[config.mk]
export PLATFORM = sky130hd
export DESIGN_NAME = stream_demux_nway_flat
export DESIGN_NICKNAME = d
export VERILOG_FILES = /design/src/rtl/stream_demux_nway_pkg.sv /design/src/rtl/stream_demux_nway_if.sv /design/src/rtl/stream_demux_nway_sel_decoder.sv /design/src/rtl/stream_demux_nway.sv /design/src/flat_wrapper.sv
export SDC_FILE = /design/constraint.sdc
export NUM_CORES = 1
export LEC_CHECK = 0
export ABC_CLOCK_PERIOD_IN_PS = 2560
export BUFFER_PORTS_ARGS = -buffer_cell sky130_fd_sc_hd__buf_2
export CAP_MARGIN = 20
export CORE_MARGIN = 2
export CORE_UTILIZATION = 44
export DETAILED_ROUTE_END_ITERATION = 7
export GPL_ROUTABILITY_DRIVEN = 0
export PLACE_DENSITY = 0.77
export SETUP_SLACK_MARGIN = 0.1
export SYNTH_ARGS = -nofsm -noshare
export SYNTH_HDL_FRONTEND = slang
export SYNTH_SLANG_ARGS = --single-unit
[constraint.sdc]
create_clock -name clk -period 2.56 [get_ports clk]
set_input_delay 0.512 -clock clk [delete_from_list [all_inputs] [get_ports clk]]
set_output_delay 0.512 -clock clk [all_outputs]
set_load 0.01 [all_outputs]
[src/rtl/stream_demux_nway_pkg.sv]
// Shared definitions for the N-way stream demultiplexer.
//   DEMUX_MAX_OUT : largest supported channel count
//   route_e       : how an accepted word is routed
//   demux_clog2   : ceil(log2(v)), used for parameter width checks
package stream_demux_nway_pkg;

    localparam int DEMUX_MAX_OUT = 32;

    typedef enum logic [1:0] {
        ROUTE_DROP    = 2'd0,
        ROUTE_UNICAST = 2'd1,
        ROUTE_BCAST   = 2'd2
    } route_e;

    function automatic int demux_clog2(input int v);
        int r;
        r = 0;
        while ((1 << r) < v) r++;
        return r;
    endfunction

endpackage

[src/rtl/stream_demux_nway_if.sv]
// Handshake bundle for stream_demux_nway.
//   in_valid/in_ready/in_data/in_sel/in_bcast : producer side
//   out_valid/out_ready/out_data              : consumer side, one valid/ready per channel
//   sel_err, busy                             : status
// slave  : the demux itself
// master : the environment (producer + consumers)
interface stream_demux_nway_if #(
    parameter int WIDTH   = 8,
    parameter int NUM_OUT = 4,
    parameter int SEL_W   = 2
) ();
    logic               in_valid;
    logic               in_ready;
    logic [WIDTH-1:0]   in_data;
    logic [SEL_W-1:0]   in_sel;
    logic               in_bcast;
    logic [NUM_OUT-1:0] out_valid;
    logic [NUM_OUT-1:0] out_ready;
    logic [WIDTH-1:0]   out_data;
    logic               sel_err;
    logic               busy;

    modport slave (
        input  in_valid, in_data, in_sel, in_bcast, out_ready,
        output in_ready, out_valid, out_data, sel_err, busy
    );

    modport master (
        output in_valid, in_data, in_sel, in_bcast, out_ready,
        input  in_ready, out_valid, out_data, sel_err, busy
    );
endinterface

[src/rtl/stream_demux_nway_sel_decoder.sv]
// Combinational select decoder.
//   sel      : channel index
//   onehot   : one bit set at position sel when sel < NUM_OUT, else all zero
//   in_range : sel addresses an existing channel
module stream_demux_nway_sel_decoder #(
    parameter int NUM_OUT = 4,
    parameter int SEL_W   = 2
) (
    input  logic [SEL_W-1:0]   sel,
    output logic [NUM_OUT-1:0] onehot,
    output logic               in_range
);
    always_comb begin
        onehot   = '0;
        in_range = 1'b0;
        for (int i = 0; i < NUM_OUT; i++) begin
            if (sel == SEL_W'(i)) begin
                onehot[i] = 1'b1;
                in_range  = 1'b1;
            end
        end
    end
endmodule

[src/rtl/stream_demux_nway.sv]
// Registered N-way demultiplexer with valid/ready on every channel.
// A word is routed to one channel (unicast) or all channels (broadcast) and
// held in a one-entry stage until every targeted channel has taken it.
//   clk, rst_n : clock (rising edge), asynchronous active-low reset
//   bus        : stream_demux_nway_if.slave handshake bundle
module stream_demux_nway
    import stream_demux_nway_pkg::*;
#(
    parameter int WIDTH   = 8,
    parameter int NUM_OUT = 4,
    parameter int SEL_W   = 2
) (
    input logic               clk,
    input logic               rst_n,
    stream_demux_nway_if.slave bus
);
    if (NUM_OUT < 2 || NUM_OUT > DEMUX_MAX_OUT || SEL_W < demux_clog2(NUM_OUT)
        || WIDTH < 1) begin : g_param_check
        $error("stream_demux_nway: illegal WIDTH/NUM_OUT/SEL_W combination");
    end

    logic [WIDTH-1:0]   data_q;
    logic [NUM_OUT-1:0] pending_q;
    logic [NUM_OUT-1:0] pending_d;
    logic               sel_err_q;
    logic [NUM_OUT-1:0] sel_onehot;
    logic               sel_in_range;
    logic               drain;
    logic               accept;
    route_e             route;

    stream_demux_nway_sel_decoder #(
        .NUM_OUT (NUM_OUT),
        .SEL_W   (SEL_W)
    ) u_sel_decoder (
        .sel      (bus.in_sel),
        .onehot   (sel_onehot),
        .in_range (sel_in_range)
    );

    // The stage is free when every channel still owed the word takes it now,
    // which lets a new word load on the same edge as the last acceptance.
    assign drain  = ((pending_q & ~bus.out_ready) == '0);
    assign accept = bus.in_valid & drain;

    always_comb begin
        route = ROUTE_DROP;
        if (bus.in_bcast) begin
            route = ROUTE_BCAST;
        end else if (sel_in_range) begin
            route = ROUTE_UNICAST;
        end
    end

    always_comb begin
        pending_d = pending_q & ~bus.out_ready;
        if (accept) begin
            case (route)
                ROUTE_BCAST:   pending_d = '1;
                ROUTE_UNICAST: pending_d = sel_onehot;
                default:       pending_d = '0;
            endcase
        end
    end

    always_ff @(posedge clk or negedge rst_n) begin
        if (!rst_n) begin
            data_q    <= '0;
            pending_q <= '0;
            sel_err_q <= 1'b0;
        end else begin
            pending_q <= pending_d;
            // An out-of-range unicast is still handshaken, only flagged.
            sel_err_q <= accept && (route == ROUTE_DROP);
            if (accept) begin
                data_q <= bus.in_data;
            end
        end
    end

    assign bus.in_ready  = drain;
    assign bus.out_valid = pending_q;
    assign bus.out_data  = data_q;
    assign bus.busy      = |pending_q;
    assign bus.sel_err   = sel_err_q;
endmodule
[src/flat_wrapper.sv]
// flat-port wrapper written by rule: the top's interface ports become plain ports
module stream_demux_nway_flat import stream_demux_nway_pkg::*;
#(
    parameter int WIDTH   = 8,
    parameter int NUM_OUT = 4,
    parameter int SEL_W   = 2
)
  (clk, rst_n, bus_in_valid, bus_in_data, bus_in_sel, bus_in_bcast, bus_out_ready, bus_in_ready, bus_out_valid, bus_out_data, bus_sel_err, bus_busy);
  stream_demux_nway_if #(.WIDTH(WIDTH), .NUM_OUT(NUM_OUT), .SEL_W(SEL_W)) bus_i ();
  input logic clk;
  input logic rst_n;
  input wire logic [$bits(bus_i.in_valid)-1:0] bus_in_valid;
  input wire logic [$bits(bus_i.in_data)-1:0] bus_in_data;
  input wire logic [$bits(bus_i.in_sel)-1:0] bus_in_sel;
  input wire logic [$bits(bus_i.in_bcast)-1:0] bus_in_bcast;
  input wire logic [$bits(bus_i.out_ready)-1:0] bus_out_ready;
  output wire logic [$bits(bus_i.in_ready)-1:0] bus_in_ready;
  output wire logic [$bits(bus_i.out_valid)-1:0] bus_out_valid;
  output wire logic [$bits(bus_i.out_data)-1:0] bus_out_data;
  output wire logic [$bits(bus_i.sel_err)-1:0] bus_sel_err;
  output wire logic [$bits(bus_i.busy)-1:0] bus_busy;
  assign bus_i.in_valid = bus_in_valid;
  assign bus_i.in_data = bus_in_data;
  assign bus_i.in_sel = bus_in_sel;
  assign bus_i.in_bcast = bus_in_bcast;
  assign bus_i.out_ready = bus_out_ready;
  assign bus_in_ready = bus_i.in_ready;
  assign bus_out_valid = bus_i.out_valid;
  assign bus_out_data = bus_i.out_data;
  assign bus_sel_err = bus_i.sel_err;
  assign bus_busy = bus_i.busy;
  stream_demux_nway #(.WIDTH(WIDTH), .NUM_OUT(NUM_OUT), .SEL_W(SEL_W)) u_core (.clk(clk), .rst_n(rst_n), .bus(bus_i));
endmodule
# --- Word level (Yosys, flattened, before mapping) ---
# Index checks and enable logic that the tools add are counted.
# Widths: inputs -> output; s select.
op_classes:
  n_lt_le_gt_ge: 0
  n_div: 0
  add_sub_neg: 0
  reduce_logical: 5
  shifts: 0
  mul: 0
  muxes: 11
  n_eq_ne: 5
  bitwise_logic: 3
op_table:
  columns: ["cell", "n"]
  rows:
  - ["$mux 1", 8]
  - ["$pmux 4 s2", 1]
  - ["$eq 2x2->1 const B", 3]
  - ["$and 4x4->4", 1]
  - ["$eq 2x1->1 const B", 2]
  - ["$logic_not 2->1", 2]
  - ["$logic_not 4->1", 1]
  - ["$mux 4", 1]
  - ["$not 4->4", 1]
  - ["$reduce_or 4->1", 1]
  - ["$mux 2", 1]
  - ["$and 1x1->1", 1]
  - ["$logic_and 1x1->1", 1]
totals:
  memories: 0
  mem_bits_ro: 0
  elab_cells: 27
  ram_bits: 0
  latchBits: 0
  in_bits: 18
  register_bits: 13

# --- Depth between registers and ports, before layout ---
logic_depth:
  ltp_word: 10
  depth_mapped: 5
  ltp_nobuf: 4

# --- Hierarchy ---
# Synthesis repeated with hierarchy kept, for this count alone.
unflattened:
  cells_unflattened: 45
  area_unflattened_um2: 621.8
modules_own_cells:
  columns: ["mod", "n_inst", "seq_area_each_um2", "area_each_um2", "cells_per_inst"]
  rows:
  - ["stream_demux_nway", 1, 325.3, 584.3, 39]
  - ["stream_demux_nway_sel_decoder", 1, 0.0, 37.5, 6]

# --- Worst setup path before layout ---
# OpenSTA, ideal clock, no wires.
synth_path:
  path_type: "register -> register"
  start: "reg u_core.pending_q[0] (netlist: u_core.bus.out_valid[0])"
  end: "reg u_core.data_q[0] (netlist: u_core.bus.out_data[0])"
  setup_time_ps: 125
  setup_slack_ps: 971
  stages_incl_launch_ff: 6
  period_less_slack_ps: 1589
  arrival_time_ps: 1463
  cell_sequence: "dfrtp_1 > nor2b_1 > nor4_4 > nand2_2 > buf_6 > mux2_4"
synth_between:
  elab_chain_len: 3
synth_lines:
  columns: ["item", "line_no", "text"]
  rows:
  - ["start, declared", "stream_demux_nway.sv:23", "logic [NUM_OUT-1:0] pending_q;"]
  - ["start signal, assigned", "stream_demux_nway.sv:72", "pending_q <= pending_d;"]
  - ["$and 4x4->4", "stream_demux_nway.sv:43", "assign drain = ((pending_q & ~bus.out_ready) == '0);"]
  - ["$logic_not 4->1", "stream_demux_nway.sv:43", null]
  - ["via bus_in_ready", "flat_wrapper.sv:17", "output wire logic [$bits(bus_i.in_ready)-1:0] bus_in_ready;"]
  - ["$and 1x1->1", "stream_demux_nway.sv:44", "assign accept = bus.in_valid & drain;"]
  - ["end signal, assigned", "stream_demux_nway.sv:76", "data_q <= bus.in_data;"]
  - ["end, declared", "stream_demux_nway.sv:22", "logic [WIDTH-1:0] data_q;"]
# The timed path passes the listed nets, and every way through them passes these cells.
# A chain may end at the register's enable or synchronous reset.

# --- Final worst setup path ---
layout_path:
  start: "reg u_core.pending_q[0] (netlist: u_core.bus.out_valid[0])"
  end: "out bus_in_ready"
layout_between:
  elab_chain_len: 2
layout_lines:
  columns: ["item", "line_no"]
  rows:
  - ["$and 4x4->4", "stream_demux_nway.sv:43"]
  - ["$logic_not 4->1", "stream_demux_nway.sv:43"]
  - ["end, declared", "flat_wrapper.sv:17"]
# No other way between the ends.

==> flow_summary.json <==
{
  "route.detailed.drc": 0,
  "critPathKind": "flop to primary output",
  "placed_cell_area_um2": 745.7,
  "min_period_over_period_pct": 72.82,
  "holdBufCountCts": 0,
  "dpl.hpwl_um": 893.4,
  "die-area_um2": 1620,
  "fmax_mhz": 536.5,
  "finish.instance_area_um2": 772.0,
  "grt_remaining_overflow": 0,
  "postSynthAreaPerCell_um2": 14.45,
  "cts_made_buffers": 3,
  "nNetsFinal": 94,
  "first_global_vias": 365,
  "htree_num_levels": 1,
  "synth_cell_types": 13,
  "clock-sinks": 13,
  "hp-class": "input port to async pin",
  "synthToLayoutAreaGrowth_pct": 33.55,
  "grt_pass1_wl_mm": 1.497,
  "diodes": 0,
  "grt_max_degree": 14,
  "rrSetupSlack_ps": 930,
  "synth_cells": 40,
  "fin_crit_ps": 1864,
  "p_per_area_nw_per_um2": 858.2,
  "syn_area_um2": 578.1,
  "layout_common_cells": "buf_2, dfrtp_1, mux2_4",
  "yosys_warnings": 0,
  "drt_iter0_drc": 8,
  "cts_tree": "yes",
  "insertion_delay_ps": 260,
  "rsz0062_at_grt": "no",
  "num_vias": 429,
  "post_cts_buffers": 0,
  "ir_worst_vdd_v": 0.0003450,
  "die_x_um": 40.25,
  "clk_path_buf_depth": 2,
  "synth_seq_cells": 13,
  "status": "finished, final reports clean",
  "startpoint_type": "flop",
  "post_drt_wl_per_cell_um": 12.61,
  "clkTransAtPathRegs_ps": 70,
  "setup_viol": 0,
  "cts_resized": 0,
  "port_buffers": 32,
  "worst_slack_ps": 695.9,
  "hold_violations": 0,
  "rows": 13,
  "final_common_cell": "buf_2",
  "yosysSeqAreaShare_pct": 56.28,
  "finalWirelength_mm": 1.135,
  "tns_ps": 0,
  "ioPinCount": 33,
  "end_kind": "primary output",
  "pre_cts_ws_ps": 816.5,
  "viasPerCell": 4.767,
  "drv_slew": 0,
  "skew_ps": 0.5213,
  "worst-path-max-fanout": 3,
  "cp_data_required_time_ps": 2050,
  "synth_nets": 58,
  "p_leak_nw": 0.4133,
  "final_antenna_net_count": 0,
  "drive_gt1_share_pct": 61.33,
  "dr.pass1.iters": 4,
  "arrival_ps": 1350,
  "cts-root-buf": "clkbuf_4",
  "grt_use_total_pct": 14.69,
  "timing.max_cap.violations": 0,
  "core_um2": 1269,
  "start_util_pct": 45.56,
  "die_y_um": 40.25,
  "antenna_found_initial": 0
}
-- kinds of logic (layout without fill, tap and decap cells) --
group           after synthesis  after routing  share of synthesized area [%]
compound gates                8              8                          8.658
buf+inv                       3             38                          3.247
flops                        13             13                          56.28
mux                           8              8                          19.48
other cells                   1              1                         0.6487
simple gates                  7              7                          11.69
-- critical path, cell delays in order (launching register included) --
cell and delay [ps]:
dfrtp_1 390, nor2b_1 180, nor4_4 320, buf_2 200
-- per-layer routing --
layer / GRT usage [%] / wire (um) / vias up / part of all wire [%]
met5: 0 / 0 / - / 0
met4: 10.83 / 8 / 0 / 0.70
met3: 3.889 / 93 / 2 / 8.2
met2: 21.37 / 536 / 20 / 47
met1: 18.53 / 497 / 196 / 44
li1: - / - / 211 / -
-- area by class of cell --
type / count / area [um2]
Timing Repair Buffer: 32 / 160.2
Tap cell: 15 / 18.77
Clock buffer: 4 / 26.28
Fill cell: 106 / 496.7
Sequential cell: 13 / 325.3
Multi-Input combinational cell: 24 / 234.0
Inverter: 2 / 7.507
-- cells in the mapped netlist --
cell | n | area, um2
dfrtp_1 | 13 | 325.3
mux2_4 | 6 | 90.09
a21oi_1 | 4 | 20.02
o21bai_1 | 4 | 30.03
nor2b_1 | 3 | 18.77
inv_1 | 2 | 7.510
mux2_2 | 2 | 22.52
buf_6 | 1 | 11.26
conb_1 | 1 | 3.750
nand2_2 | 1 | 6.260
nor2b_4 | 1 | 13.76
nor4_4 | 1 | 21.27
or4_1 | 1 | 7.510
-- flip-flops by register name, indices dropped and copies added (netlist names) --
register              flops
u_core.bus.out_valid      4
u_core.bus.sel_err        1
u_core.bus.out_data       8
-- path summary, 6_finish.rpt --
| kind | startpoint | to | cells past startpoint |
|---|---|---|---|
| min in group clk | bus_in_data[1] | u_core.bus.out_data[1] | 2 |
| max reg2reg | u_core.bus.out_valid[0] | u_core.bus.out_data[6] | 4 |
| min reg2reg | u_core.bus.out_data[1] | u_core.bus.out_data[1] | 1 |
| min | rst_n | u_core.bus.out_data[5] | 1 |
| max | u_core.bus.out_valid[0] | bus_in_ready | 3 |
| max in group asynchronous | rst_n | u_core.bus.out_data[7] | 1 |
-- report_power, final --
group	total [mW]	internal [mW]	switching, mW
registers	0.293	0.264	0.0296
clock network	0.120	0.0602	0.0599
logic	0.249	0.137	0.112
total	0.663	0.461	0.201
-- per-stage QoR --
stage | instances | hold WS [ps] | total power [mW] | utilization [%]
after floorplan | 40 | 216.4 | 0.4517 | -
after global placement | 86 | 410.4 | 0.5399 | 58.78
after detailed placement | 86 | 414.4 | 0.5478 | 58.78
after CTS | 90 | 124.6 | 0.6708 | 60.85
after global routing | 90 | 123.8 | 0.7071 | 60.85
final | 90 | 116.8 | 0.6625 | 60.85
Note: power is estimated with default switching activity, not from simulation.
